**src/rtl/mantissa_shift_sequencer.sv**
```systemverilog
// ---------------------------------------------------------------------------
// mantissa_shift_sequencer
//
// Purpose:
//   Command-side sequencer for the FP mantissa shift datapath. It takes a
//   WIDTH-bit mantissa and processes it one step per clock in one of two modes:
//     - normalize: shift left until the MSB is set.
//     - align:     shift right by a requested amount. Bits shifted out of
//                  bit 0 are ORed into the sticky bit.
//   It reports the final mantissa, the shift count, the sticky bit and a zero
//   flag. The handshake is start/busy/done.
//
// Ports:
//   clock        rising-edge clock
//   reset        asynchronous, active-high reset
//   start        request pulse, only sampled while busy=0
//   mode         0 = normalize (left), 1 = align (right)
//   mant_in      mantissa captured on an accepted start
//   shamt_in     right-shift amount for align mode (ignored when normalizing)
//   mant_out     working/result mantissa
//   shift_count  positions shifted so far / final count
//   sticky       OR of all 1 bits shifted out of bit 0 (align only)
//   zero         result mantissa is all zeros
//   busy         operation in progress (NORM or ALIGN state)
//   done         one-cycle pulse, result valid
//
// Optional build macro:
//   NORM_NIBBLE_EN - when defined, normalize moves 4 positions in one cycle
//                    while the top nibble is zero and the mantissa is non-zero.
// ---------------------------------------------------------------------------
module mantissa_shift_sequencer #(
   parameter int WIDTH = 24,
   parameter int CNT_W = 5
) (
   input  logic             clock,
   input  logic             reset,
   input  logic             start,
   input  logic             mode,
   input  logic [WIDTH-1:0] mant_in,
   input  logic [CNT_W-1:0] shamt_in,
   output logic [WIDTH-1:0] mant_out,
   output logic [CNT_W-1:0] shift_count,
   output logic             sticky,
   output logic             zero,
   output logic             busy,
   output logic             done
);

   typedef enum logic [1:0] {
      IDLE  = 2'd0,
      NORM  = 2'd1,
      ALIGN = 2'd2,
      DONE  = 2'd3
   } state_t;

   state_t           state_q, state_d;
   logic [WIDTH-1:0] mant_q, mant_d;
   logic [CNT_W-1:0] count_q, count_d;
   logic [CNT_W-1:0] remaining_q, remaining_d;
   logic             sticky_q, sticky_d;
   logic             zero_q, zero_d;
   logic             busy_q, busy_d;
   logic             done_q, done_d;

   // Next-state and datapath logic. A start in DONE is accepted the same way
   // as in IDLE, so back-to-back operations skip the IDLE cycle.
   always_comb begin
      state_d     = state_q;
      mant_d      = mant_q;
      count_d     = count_q;
      remaining_d = remaining_q;
      sticky_d    = sticky_q;
      zero_d      = zero_q;

      case (state_q)
         IDLE, DONE: begin
            if (start) begin
               mant_d      = mant_in;
               count_d     = '0;
               sticky_d    = 1'b0;
               zero_d      = 1'b0;
               remaining_d = shamt_in;
               state_d     = mode ? ALIGN : NORM;
            end else if (state_q == DONE) begin
               state_d = IDLE;
            end
         end

         // A zero mantissa can never be normalized, so test it first.
         NORM: begin
            if (mant_q == '0) begin
               zero_d  = 1'b1;
               state_d = DONE;
            end else if (mant_q[WIDTH-1]) begin
               state_d = DONE;
            end
`ifdef NORM_NIBBLE_EN
            else if (mant_q[WIDTH-1 -: 4] == 4'd0) begin
               mant_d  = mant_q << 4;
               count_d = count_q + CNT_W'(4);
            end
`endif
            else begin
               mant_d  = mant_q << 1;
               count_d = count_q + CNT_W'(1);
            end
         end

         // Once the mantissa is empty, the remaining steps shift in zeros.
         // They still count and still leave sticky unchanged.
         ALIGN: begin
            if (remaining_q == '0) begin
               zero_d  = (mant_q == '0);
               state_d = DONE;
            end else begin
               mant_d      = mant_q >> 1;
               sticky_d    = sticky_q | mant_q[0];
               count_d     = count_q + CNT_W'(1);
               remaining_d = remaining_q - CNT_W'(1);
            end
         end

         default: state_d = IDLE;
      endcase

      busy_d = (state_d == NORM) || (state_d == ALIGN);
      done_d = (state_d == DONE);
   end

   // Every flop of the block, including the status outputs, so that busy and
   // done change on the same edge as the state itself.
   always_ff @(posedge clock or posedge reset) begin
      if (reset) begin
         state_q     <= IDLE;
         mant_q      <= '0;
         count_q     <= '0;
         remaining_q <= '0;
         sticky_q    <= 1'b0;
         zero_q      <= 1'b0;
         busy_q      <= 1'b0;
         done_q      <= 1'b0;
      end else begin
         state_q     <= state_d;
         mant_q      <= mant_d;
         count_q     <= count_d;
         remaining_q <= remaining_d;
         sticky_q    <= sticky_d;
         zero_q      <= zero_d;
         busy_q      <= busy_d;
         done_q      <= done_d;
      end
   end

   assign mant_out    = mant_q;
   assign shift_count = count_q;
   assign sticky      = sticky_q;
   assign zero        = zero_q;
   assign busy        = busy_q;
   assign done        = done_q;

endmodule

```
**config.mk**
```make
export PLATFORM = sky130hd
export DESIGN_NAME = mantissa_shift_sequencer
export DESIGN_NICKNAME = d
export VERILOG_FILES = /design/src/rtl/mantissa_shift_sequencer.sv
export SDC_FILE = /design/constraint.sdc
export NUM_CORES = 1
export LEC_CHECK = 0
export ABC_AREA = 1
export ABC_CLOCK_PERIOD_IN_PS = 1750
export CAP_MARGIN = 20
export CELL_PAD_IN_SITES_DETAIL_PLACEMENT = 2
export CELL_PAD_IN_SITES_GLOBAL_PLACEMENT = 2
export CORE_ASPECT_RATIO = 2
export CORE_UTILIZATION = 24
export CTS_CLUSTER_SIZE = 20
export DETAILED_ROUTE_END_ITERATION = 8
export PLACE_DENSITY = 0.74
export SETUP_SLACK_MARGIN = 0.05
export SYNTH_ARGS = -nofsm -noshare
export SYNTH_HDL_FRONTEND = slang
export SYNTH_SLANG_ARGS = --single-unit
```
**constraint.sdc**
```tcl
create_clock -name clock -period 1.75 [get_ports clock]
set_input_delay 0.175 -clock clock [delete_from_list [all_inputs] [get_ports clock]]
set_output_delay 0.175 -clock clock [all_outputs]
set_load 0.01 [all_outputs]
```
### Word-level counts from Yosys, hierarchy flattened

Index checks and enable logic that the tools add are counted.

| storage, ports and cells | value |
|---|---|
| bits in registers | 40 |
| input bits | 33 |
| output and inout bits | 33 |
| word-level logic and storage cells | 60 |

| cells by class | value |
|---|---|
| equality and inequality tests | 12 |
| bitwise operators | 1 |
| reductions and logical operators | 10 |
| multiplexer cells | 26 |
| $add $sub $neg | 2 |

Operators with widths:

| cell | number |
|---|---|
| two-way mux 24 bit | 4 |
| case mux 24 bit (3 select lines) | 1 |
| two-way mux 5 bit | 6 |
| zero test 24 bit | 1 |
| case mux 5 bit (3 select lines) | 1 |
| two-way mux 2 bit | 6 |
| inequality test 2 bit (second input constant) | 6 |
| case mux 5 bit (2 select lines) | 1 |
| AND reduction 3 bit | 3 |
| == test 2 bit (second input constant) | 4 |
| case mux 2 bit (3 select lines) | 1 |
| adder 5 x 1 -> 5 bit (second input constant) | 1 |
| zero test 5 bit | 1 |
| subtractor 5 x 1 -> 5 bit (second input constant) | 1 |
| == test 2 x 1 -> 1 bit (second input constant) | 2 |
| two-way mux 1 bit | 4 |
| AND reduction 4 bit | 1 |
| case mux 1 bit (3 select lines) | 1 |
| zero test 2 bit | 1 |
| case mux 1 bit (2 select lines) | 1 |
| nonzero test 2 bit | 1 |
| OR reduction 2 bit | 1 |
| logical OR 1 bit | 1 |
| OR 1 bit | 1 |

### Depth between registers and ports, before layout

Gate-level depths: netlist of run 1.

| logic depth | value |
|---|---|
| depth after elaboration | 6 |
| gate-level depth with buffers | 11 |

### Worst setup path after synthesis of run 1

Ideal clock, no wire load.

| path | value |
|---|---|
| path kind | flip-flop to flip-flop |
| start | register state_q[0] |
| end | register busy_q (netlist: busy) |
| setup time | 0.126 ns |
| clock period less this slack | 1.804 ns |
| setup slack | -0.054 ns |
| arrival | 1.678 ns |
| required time | 1.624 ns |
| cell stages (with the launch flop) | 10 |
| path through | dfrtp_1 -> inv_1 -> ha_1 -> buf_6 -> inv_2 -> clkbuf_1 -> o2111ai_1 -> o211ai_1 -> inv_1 -> ha_1 |

| between the ends | value |
|---|---|
| longest elaborated chain between the ends | 6 |
| elaborated cells on any way between the ends | 14 |

Ends and longest elaborated chain:

| element | RTL line | source |
|---|---|---|
| from (decl) | 56 | `state_t state_q, state_d;` |
| from (signal assigned) | 143 | `state_q <= state_d;` |
| == test 2 bit | 75, 84 |  |
| two-way mux 2 bit | 84 | `end else if (state_q == DONE) begin` |
| two-way mux 2 bit | 77 | `if (start) begin` |
| case mux 2 bit (3 select lines) (*) | 75 | `case (state_q)` |
| named net state_d[0] | 56 |  |
| == test 2 x 1 -> 1 bit / == test 2 bit (equally long branches) | 126 | `busy_d = (state_d == NORM) \|\| (state_d == ALIGN);` |
| logical OR 1 bit (*) | 126 |  |
| named net busy_d | 62 | `logic busy_q, busy_d;` |
| to (signal assigned) | 149 | `busy_q <= busy_d;` |
| to (decl) | 62 |  |

The timed path passes the listed nets; every way through them passes the cells marked *.
A chain may end at the register's enable or synchronous reset.

### Worst setup path after layout of run 1

Ends and elaborated chain as after synthesis.

==> reports/results.txt, run 1 <==
DR vias/cell: 4.90
Area Growth Syn to Fin: 52.2%
Hold WC Path Type: primary input to asynchronous set/reset pin
Chip Width: 75.0 µm
1st-iter DRT viols: 79
most common cell in the netlist: nand2_1
worst-path cell chain: inv_2, ha_4, inv_2, o21ai_0, a21oi_1, a31oi_1, ha_1
number of global-route vias before repair: 3299
Pleak: 1.82 nW
setup_tns: -6.59 ps
first-pass GRT wire length: 16800 µm
Fin Hold WS: 342 ps
Clk pin slew, worst setup/hold paths: 60 ps
failing checks: DRC, setup timing
final slew viol count: 0
clk buf depth: 2
maximum VDD drop: 647 µV
Root Driver: clkbuf_16
fin nets: 489
Cells after Synth: 350
Synth Flop Type: dfrtp_1
RR Endpoint: busy
Avg Cell Area, Syn: 7.30 µm²
slowest stage delay, CP: 400 ps
maximum capacitance violations: 0
clk sinks: 40
Port-buffer cells: 65
IO Pins: 66
1st-pass router iterations: 8
layout cell share with drive strength beyond 1: 18.0%
Routed Antenna Nets: 0
H-tree levels: 2
core area: 10400 µm²
GRT Total Usage: 20.3%
Post-Syn Area: 2560 µm²
Placer Congestion: 0.844
Post-Route Skew: 3.05 ps
final core occ: 37.4%
Async S/R FF share, synth: 100%
TritonCTS buffer count: 5
endpoint class of the critical path: flip-flop
row count: 53
Synth top area share: 39.2%
DRC: 2
Arrival @ worst endpoint: 1920 ps
post-route clock period utilization: 100%
Worst setup SP type: flip-flop
diode count: 0
initial core utilization: 24.6%
Synth Net Count: 389
most frequent cell on the critical path: inv_2
Wirelength per Cell: 18.2 µm
crit path max fanout: 5
Seq/Total Area, Yosys: 39.2%
Via Count: 2883
reg2reg setup slack: -7 ps
worst setup path category: flip-flop to flip-flop
count of final setup violators: 1
EDFF count, synth: 0
slowest stage cell, crit path: dfrtp_1
maximum number of pins on one net before global-route repair: 41
reg-to-reg startpoint: state_q[0]
Yosys Warn Count: 0
Netlist cell types: 29
initial antenna violation count: 0
die area: 11100 µm²
flops & latches, synth: 40
minimum clock period: 1760 ps
Slew @ Worst Pin: 560 ps
slew margin rel.: 62.7%
Detail Placement HPWL: 7740 µm
die height: 148 µm
area leader, netlist: dfrtp_1
Commonest cells post-synth: 117 x nand2_1, 54 x nand3_1, 40 x dfrtp_1, 29 x nand4_1, 20 x inv_1
reg2reg path depth: 7
grt total ovfl: 0
hold buffers post-CTS: 0
Top delay family on crit path: compound AO/OA/AOI/OAI gates
Final WS setup: -6.59 ps
fmax: 569 MHz
Power Dens Cells: 2200 nW/µm²
drt total wl: 10700 µm
worst-skew pair later-pin latency: 290 ps
Critical Path RT: 1920 ps
final hold violation count: 0
status: complete, but fails checks
Area contributors post-synth: dfrtp_1 39%, nand2_1 17%, nand3_1 11%
CP Buf/Inv Count: 2
CTS tree: done
timing repair:
| action | CTS | global route |
|---|---|---|
| setup buffers | 1 | 2 |
| setup endpoints to repair | 35 | 33 |
| resized for setup | 13 | 12 |
| endpoints found under the hold margin | 0 | 0 |
| pin swaps | 2 | 0 |
flip-flops by register name (all words and copies together), names as in the netlist:
| signal | flops |
|---|---|
| mant_out | 24 |
| busy | 1 |
| shift_count | 5 |
| state_q | 2 |
| done | 1 |
| zero | 1 |
| remaining_q | 5 |
| sticky | 1 |
worst min-delay path, cell delays in order:
cell and delay [ps]:
clkdlybuf4s50_1 400, inv_1 50, buf_4 460
power by group:
group,switching [mW],internal [mW],leakage [nW]
sequential,0.286,1.35,0.510
clock,0.391,0.563,0.0766
combinational,3.37,2.60,1.23
total,4.05,4.51,1.82
through the flow:
step	instances	setup WS [ps]	power (mW)	cell area [µm²]
after floorplan	350	61.1	4.73	2560
after global placement	577	88.6	6.96	3630
after detailed placement	577	22.4	7.20	3630
after CTS	586	62.0	8.38	3840
after global routing	588	-111	9.23	3890
final	588	-6.59	8.56	3890
layout by cell type, fill, tap and decap left out, types with 2 or more instances in the layout:
cell / synthesis / routed
nand2_1: 117 / 116
nor2_4: 0 / 3
nand3_1: 54 / 54
buf_6: 4 / 4
buf_12: 0 / 3
nor2_2: 5 / 6
xor2_1: 4 / 4
nand4_4: 0 / 2
inv_1: 20 / 17
buf_4: 6 / 43
clkdlybuf4s50_1: 0 / 65
o211ai_1: 8 / 8
ha_1: 6 / 4
nand4_1: 29 / 29
o21ai_1: 3 / 4
a21oi_1: 3 / 3
inv_2: 2 / 5
clkinv_2: 0 / 2
o21ai_0: 5 / 4
dfrtp_1: 40 / 39
clkbuf_16: 0 / 5
nor2_1: 19 / 15
final cells by class:
cell class | count | area, µm²
Sequential cell | 40 | 1000
Timing Repair Buffer | 116 | 1090
Inverter | 23 | 86.3
Fill cell | 1233 | 6520
Clock buffer | 6 | 139
Tap cell | 137 | 171
Clock inverter | 2 | 10.0
Multi-Input combinational cell | 264 | 1390
cell families after synthesis:
group           synth area share (%)
simple gates                    41.0
buf+inv                         9.20
flops                           39.2
compound gates                  5.97
fa+ha+maj                       2.94
xor+xnor                        1.71
routing by layer:
metal	share of wire [%]	up-vias	wire length, µm	track usage [%]
met5	0	-	0	0
met4	1.5	0	165	7.45
met3	1.7	9	186	2.32
met2	61	48	6510	39.1
met1	36	1455	3820	21.4
li1	-	1371	-	-
worst max path at each step:
stage,cells after the start,start,slack [ps],to
finish,7,state_q[0],-7,busy
detailed placement,11,state_q[0],20,remaining_q[2]
CTS,8,state_q[1],60,mant_out[23]
floorplan,9,state_q[0],60,busy
global placement,8,state_q[1],90,mant_out[23]
global route,7,state_q[0],-110,busy
No activity file was read; power rests on OpenSTA's default activity.
==> run 2, diff against run 1 <==
--- a/config.mk
+++ b/config.mk
@@ -7,7 +7,7 @@
 export LEC_CHECK = 0
 export ABC_AREA = 1
 export ABC_CLOCK_PERIOD_IN_PS = 1750
-export CAP_MARGIN = 20
+export CAP_MARGIN = 10
 export CELL_PAD_IN_SITES_DETAIL_PLACEMENT = 2
 export CELL_PAD_IN_SITES_GLOBAL_PLACEMENT = 2
 export CORE_ASPECT_RATIO = 2
@@ -15,6 +15,7 @@
 export CTS_CLUSTER_SIZE = 20
 export DETAILED_ROUTE_END_ITERATION = 8
 export PLACE_DENSITY = 0.74
+export RECOVER_POWER = 25
 export SETUP_SLACK_MARGIN = 0.05
 export SYNTH_ARGS = -nofsm -noshare
 export SYNTH_HDL_FRONTEND = slang
==> run 2 against run 1 <==
Critical path type unchanged. The run still ends with DRC, setup timing left. Setup slack unchanged. Sequential share of layout area is essentially flat. Largest power group unchanged. Largest cell class unchanged. Highest routed layer unchanged. Critical endpoint unchanged. Routed wire length about the same.
==> reports/results.txt, run 2 (same netlist as run 1, synthesis figures left out) <==
slew margin rel.: 27.5%
number of global-route vias before repair: 3299
die area: 11100 µm²
most frequent cells in the layout: 116 x nand2_1, 64 x clkdlybuf4s50_1, 54 x nand3_1, 42 x buf_4, 39 x dfrtp_1
clk sinks: 40
Largest register FFs: 24
first-pass GRT wire length: 16800 µm
crit path from: state_q[0]
crit path max fanout: 5
Detail Placement HPWL: 7740 µm
final slew viol count: 0
reg-to-reg startpoint: state_q[0]
status: complete, but fails checks
Pleak: 1.82 nW
Hold WC Path Type: primary input to flip-flop
final hold violation count: 0
initial core utilization: 24.6%
drt total wl: 10700 µm
Clk pin slew, worst setup/hold paths: 60 ps
core area: 10400 µm²
Layout Cells excl Fill: 588
initial antenna violation count: 0
clk buf depth: 2
grt total ovfl: 0
Chip Width: 75.0 µm
worst-skew pair later-pin latency: 290 ps
layout cell share with drive strength beyond 1: 18.0%
Post-Route Skew: 3.05 ps
row count: 53
DRC: 2
hold buffers post-CTS: 0
fmax: 569 MHz
1st-iter DRT viols: 79
post-route clock period utilization: 100%
Power Dens Cells: 2200 nW/µm²
minimum clock period: 1760 ps
CTS tree: done
TritonCTS buffer count: 5
IO Pins: 66
Arrival @ worst endpoint: 1920 ps
H-tree levels: 2
Critical Path RT: 1920 ps
Worst setup SP type: flip-flop
setup_tns: -6.59 ps
Port-buffer cells: 65
hold path start: shamt_in[2]
count of final setup violators: 1
Routed Antenna Nets: 0
maximum number of pins on one net before global-route repair: 41
maximum capacitance violations: 0
diode count: 0
Final WS setup: -6.59 ps
endpoint class of the critical path: flip-flop
failing checks: DRC, setup timing
Placed Cells: 577
Area Growth Syn to Fin: 52.1%
fin nets: 489
1st-pass router iterations: 8
Slew @ Worst Pin: 1090 ps
most common cell after layout, fill and taps aside: nand2_1
Placer Congestion: 0.844
GRT Total Usage: 20.3%
Via Count: 2883
worst setup path category: flip-flop to flip-flop
maximum VDD drop: 647 µV
die height: 148 µm
Root Driver: clkbuf_16
Wirelength per Cell: 18.2 µm
DR vias/cell: 4.90
-- run 2: worst max-delay path: stages (launching register included) --
cell and delay, ps:
dfrtp_1 400, inv_2 100, ha_4 220, inv_2 70, o21ai_0 220, a21oi_1 70
a31oi_1 260, ha_1 300
-- run 2: layer usage --
| metal | track usage [%] | vias to the layer above | wire, µm |
|---|---|---|---|
| li1 | - | 1371 | - |
| met4 | 7.45 | 0 | 165 |
| met5 | 0 | - | 0 |
| met2 | 39.1 | 48 | 6510 |
| met3 | 2.32 | 9 | 189 |
| met1 | 21.4 | 1455 | 3820 |
-- run 2: path summary, 6_finish.rpt --
| path | end | slack (ps) | cells past startpoint |
|---|---|---|---|
| worst max-delay path | busy | -7 | 7 |
| worst min-delay path | remaining_q[2] | 510 | 3 |
| worst max register to register | busy | -7 | 7 |
| worst min register to register | zero | 530 | 2 |
| max in group asynchronous | state_q[1] | 340 | 3 |
| min in group asynchronous | mant_out[5] | 680 | 3 |
-- run 2: where the power goes --
| part | total, mW | leakage (nW) | internal, mW | switching, mW |
|---|---|---|---|---|
| sequential | 1.63 | 0.510 | 1.35 | 0.286 |
| combinational | 5.97 | 1.23 | 2.60 | 3.37 |
| clock | 0.954 | 0.0766 | 0.563 | 0.391 |
-- run 2: cell type report --
| cell class | count | area (µm²) |
|---|---|---|
| fillers | 1234 | 6520 |
| clock inverters | 2 | 10.0 |
| multi-input cells | 264 | 1390 |
| clock buffers | 6 | 139 |
| inverters | 23 | 86.3 |
| well taps | 137 | 171 |
| repair buffers | 116 | 1090 |
| flip-flops and latches | 40 | 1000 |
-- run 2: per-stage QoR --
stage / hold slack, ps / power (mW) / setup WS (ps) / area, µm² / util [%]
floorplan: 336 / 4.73 / 61.1 / 2560 / -
global placement: 468 / 6.96 / 88.6 / 3630 / 34.8
detailed placement: 506 / 7.20 / 22.4 / 3630 / 34.8
CTS: 381 / 8.38 / 62.0 / 3840 / 36.8
global route: 511 / 9.23 / -111 / 3890 / 37.3
finish: 509 / 8.56 / -6.59 / 3890 / 37.3
-- run 2: repair_timing --
| item | CTS | global route |
|---|---|---|
| setup buffers | 1 | 2 |
| pin swaps | 2 | 0 |
| resized for setup | 13 | 12 |
| endpoints found under the setup margin | 35 | 33 |
==> run 3, diff against run 2 <==
--- a/config.mk
+++ b/config.mk
@@ -17,6 +17,7 @@
 export PLACE_DENSITY = 0.74
 export RECOVER_POWER = 25
 export SETUP_SLACK_MARGIN = 0.05
+export SLEW_MARGIN = 40
 export SYNTH_ARGS = -nofsm -noshare
 export SYNTH_HDL_FRONTEND = slang
 export SYNTH_SLANG_ARGS = --single-unit
==> constraint.sdc (replaced) <==
create_clock -name clock -period 1.75 [get_ports clock]
set_input_delay 0.2625 -clock clock [delete_from_list [all_inputs] [get_ports clock]]
set_output_delay 0.2625 -clock clock [all_outputs]
set_load 0.01 [all_outputs]
==> run 3 against run 2 <==
The flow finishes with violations (DRC). Global-route usage fell by 0.53 points. Sequential share of layout area rose by 0.38 points. Largest power group unchanged. Critical path type unchanged. Die area did not move. First-iteration DRC count rose by 34%.
==> reports/results.txt, run 3 (same netlist as run 1, synthesis figures left out) <==
Pleak: 1.78 nW
status: complete, but fails checks
Hold WC Path Type: flip-flop to flip-flop
die height: 148 µm
IO Pins: 66
core area: 10400 µm²
hold buffers post-CTS: 0
minimum clock period: 1680 ps
final hold violation count: 0
Placed Cells: 572
Layout Cells excl Fill: 580
Port-buffer cells: 65
most common cell after layout, fill and taps aside: nand2_1
TritonCTS buffer count: 5
Slew @ Worst Pin: 1060 ps
slowest stage cell, crit path: dfrtp_2
number of global-route vias before repair: 3183
die area: 11100 µm²
final slew viol count: 0
Post-Route Skew: 4.52 ps
Place WS: -69.3 ps
slew margin rel.: 29.3%
Internal Power: 4.39 mW
DRC: 2
unrepaired setup endpoints after global routing: yes
CP Buf/Inv Count: 1
Arrival @ worst endpoint: 1850 ps
Worst setup SP type: flip-flop
maximum VDD drop: 700 µV
slowest stage delay, CP: 440 ps
endpoint class of the critical path: flip-flop
H-tree levels: 2
final core occ: 36.8%
first-pass GRT wire length: 16600 µm
worst setup path category: flip-flop to flip-flop
fmax: 594 MHz
GRT Total Usage: 19.8%
Critical Path RT: 1910 ps
1st-pass router iterations: 8
Area Growth Syn to Fin: 49.9%
initial antenna violation count: 0
Final WS setup: 67.7 ps
failing checks: DRC
net switching power figure: 3.84 mW
reg2reg setup slack: 70 ps
most frequent cells in the layout: 116 x nand2_1, 65 x clkdlybuf4s50_1, 54 x nand3_1, 39 x dfrtp_1, 36 x buf_4
Via Count: 2865
post-route clock period utilization: 96.1%
Largest register FFs: 24
drt total wl: 10100 µm
Wirelength per Cell: 17.5 µm
1st-iter DRT viols: 106
Clk pin slew, worst setup/hold paths: 50 ps
Top delay family on crit path: adder cells
diode count: 0
switch share: 46.7%
Chip Width: 75.0 µm
worst-skew pair later-pin latency: 280 ps
grt total ovfl: 0
proportion of power drawn by flip-flops and latches: 20.1%
Power Dens Cells: 2150 nW/µm²
clk sinks: 40
Routed Antenna Nets: 0
worst-path cell chain: ha_4, buf_12, o21ai_0, a21oi_1, a31oi_1, ha_1
Root Driver: clkbuf_16
Comb pwr share: 68.3%
count of final setup violators: 0
CTS tree: done
layout cell share with drive strength beyond 1: 16.3%
clock power share: 11.6%
maximum capacitance violations: 0
maximum number of pins on one net before global-route repair: 41
DR vias/cell: 4.94
fin nets: 482
clk buf depth: 2
Detail Placement HPWL: 7420 µm
row count: 53
initial core utilization: 24.6%
Placer Congestion: 0.780
crit path max fanout: 21
-- run 3: path summary, 6_finish.rpt --
kind,from,to,cells after the start
max,state_q[1],busy,6
max in group asynchronous,reset,state_q[1],3
max reg2reg,state_q[1],busy,6
min,zero,zero,2
min in group asynchronous,reset,mant_out[3],3
min reg2reg,zero,zero,2
-- run 3: layout make-up --
| type | count | area (µm²) |
|---|---|---|
| sequential | 40 | 1000 |
| timing repair buffer | 109 | 1040 |
| multi-input combinational | 264 | 1380 |
| fill | 1219 | 6580 |
| clock buffer | 7 | 153 |
| inverter | 23 | 88.8 |
| tap | 137 | 171 |
-- run 3: repair_timing --
| item | in CTS | in global routing |
|---|---|---|
| hold endpoints to repair | 0 | 0 |
| pin swaps | 0 | 2 |
| resized for setup | 8 | 11 |
| setup buffers | 1 | 0 |
| setup endpoints to repair | 37 | 35 |
-- run 3: layer usage --
metal / up-vias / GRT usage (%) / wire length, µm / part of all wire [%]
met5: - / 0 / 0 / 0
met4: 0 / 6.89 / 271 / 2.7
met3: 17 / 1.98 / 190 / 1.9
met2: 51 / 37.7 / 5870 / 58
met1: 1442 / 21.6 / 3810 / 38
li1: 1355 / - / - / -
-- run 3: power by group through the flow --
stage	Sequential [mW]	Combinational (mW)	Clock, mW
3_5_place_dp	1.64	5.46	0
4_1_cts	1.65	5.63	0.973
3_3_place_gp	1.61	5.25	0
5_1_grt	1.70	6.21	1.00
6_report	1.65	5.62	0.954
2_1_floorplan	1.80	2.93	0
-- run 3: worst register-to-register path, stage by stage (launching register included) --
cell	delay (ps)
dfrtp_2	440
ha_4	320
buf_12	170
o21ai_0	100
a21oi_1	150
a31oi_1	90
ha_1	310
-- run 3: metrics by stage --
| step | total power [mW] | hold slack [ps] | setup TNS [ps] | instance area (µm²) |
|---|---|---|---|---|
| after global routing | 8.90 | 523 | -4.21 | 3830 |
| after global placement | 6.86 | 466 | 0 | 3610 |
| after CTS | 8.25 | 363 | 0 | 3810 |
| after detailed placement | 7.10 | 478 | -340 | 3610 |
| final | 8.23 | 502 | 0 | 3830 |
| after floorplan | 4.73 | 424 | 0 | 2560 |
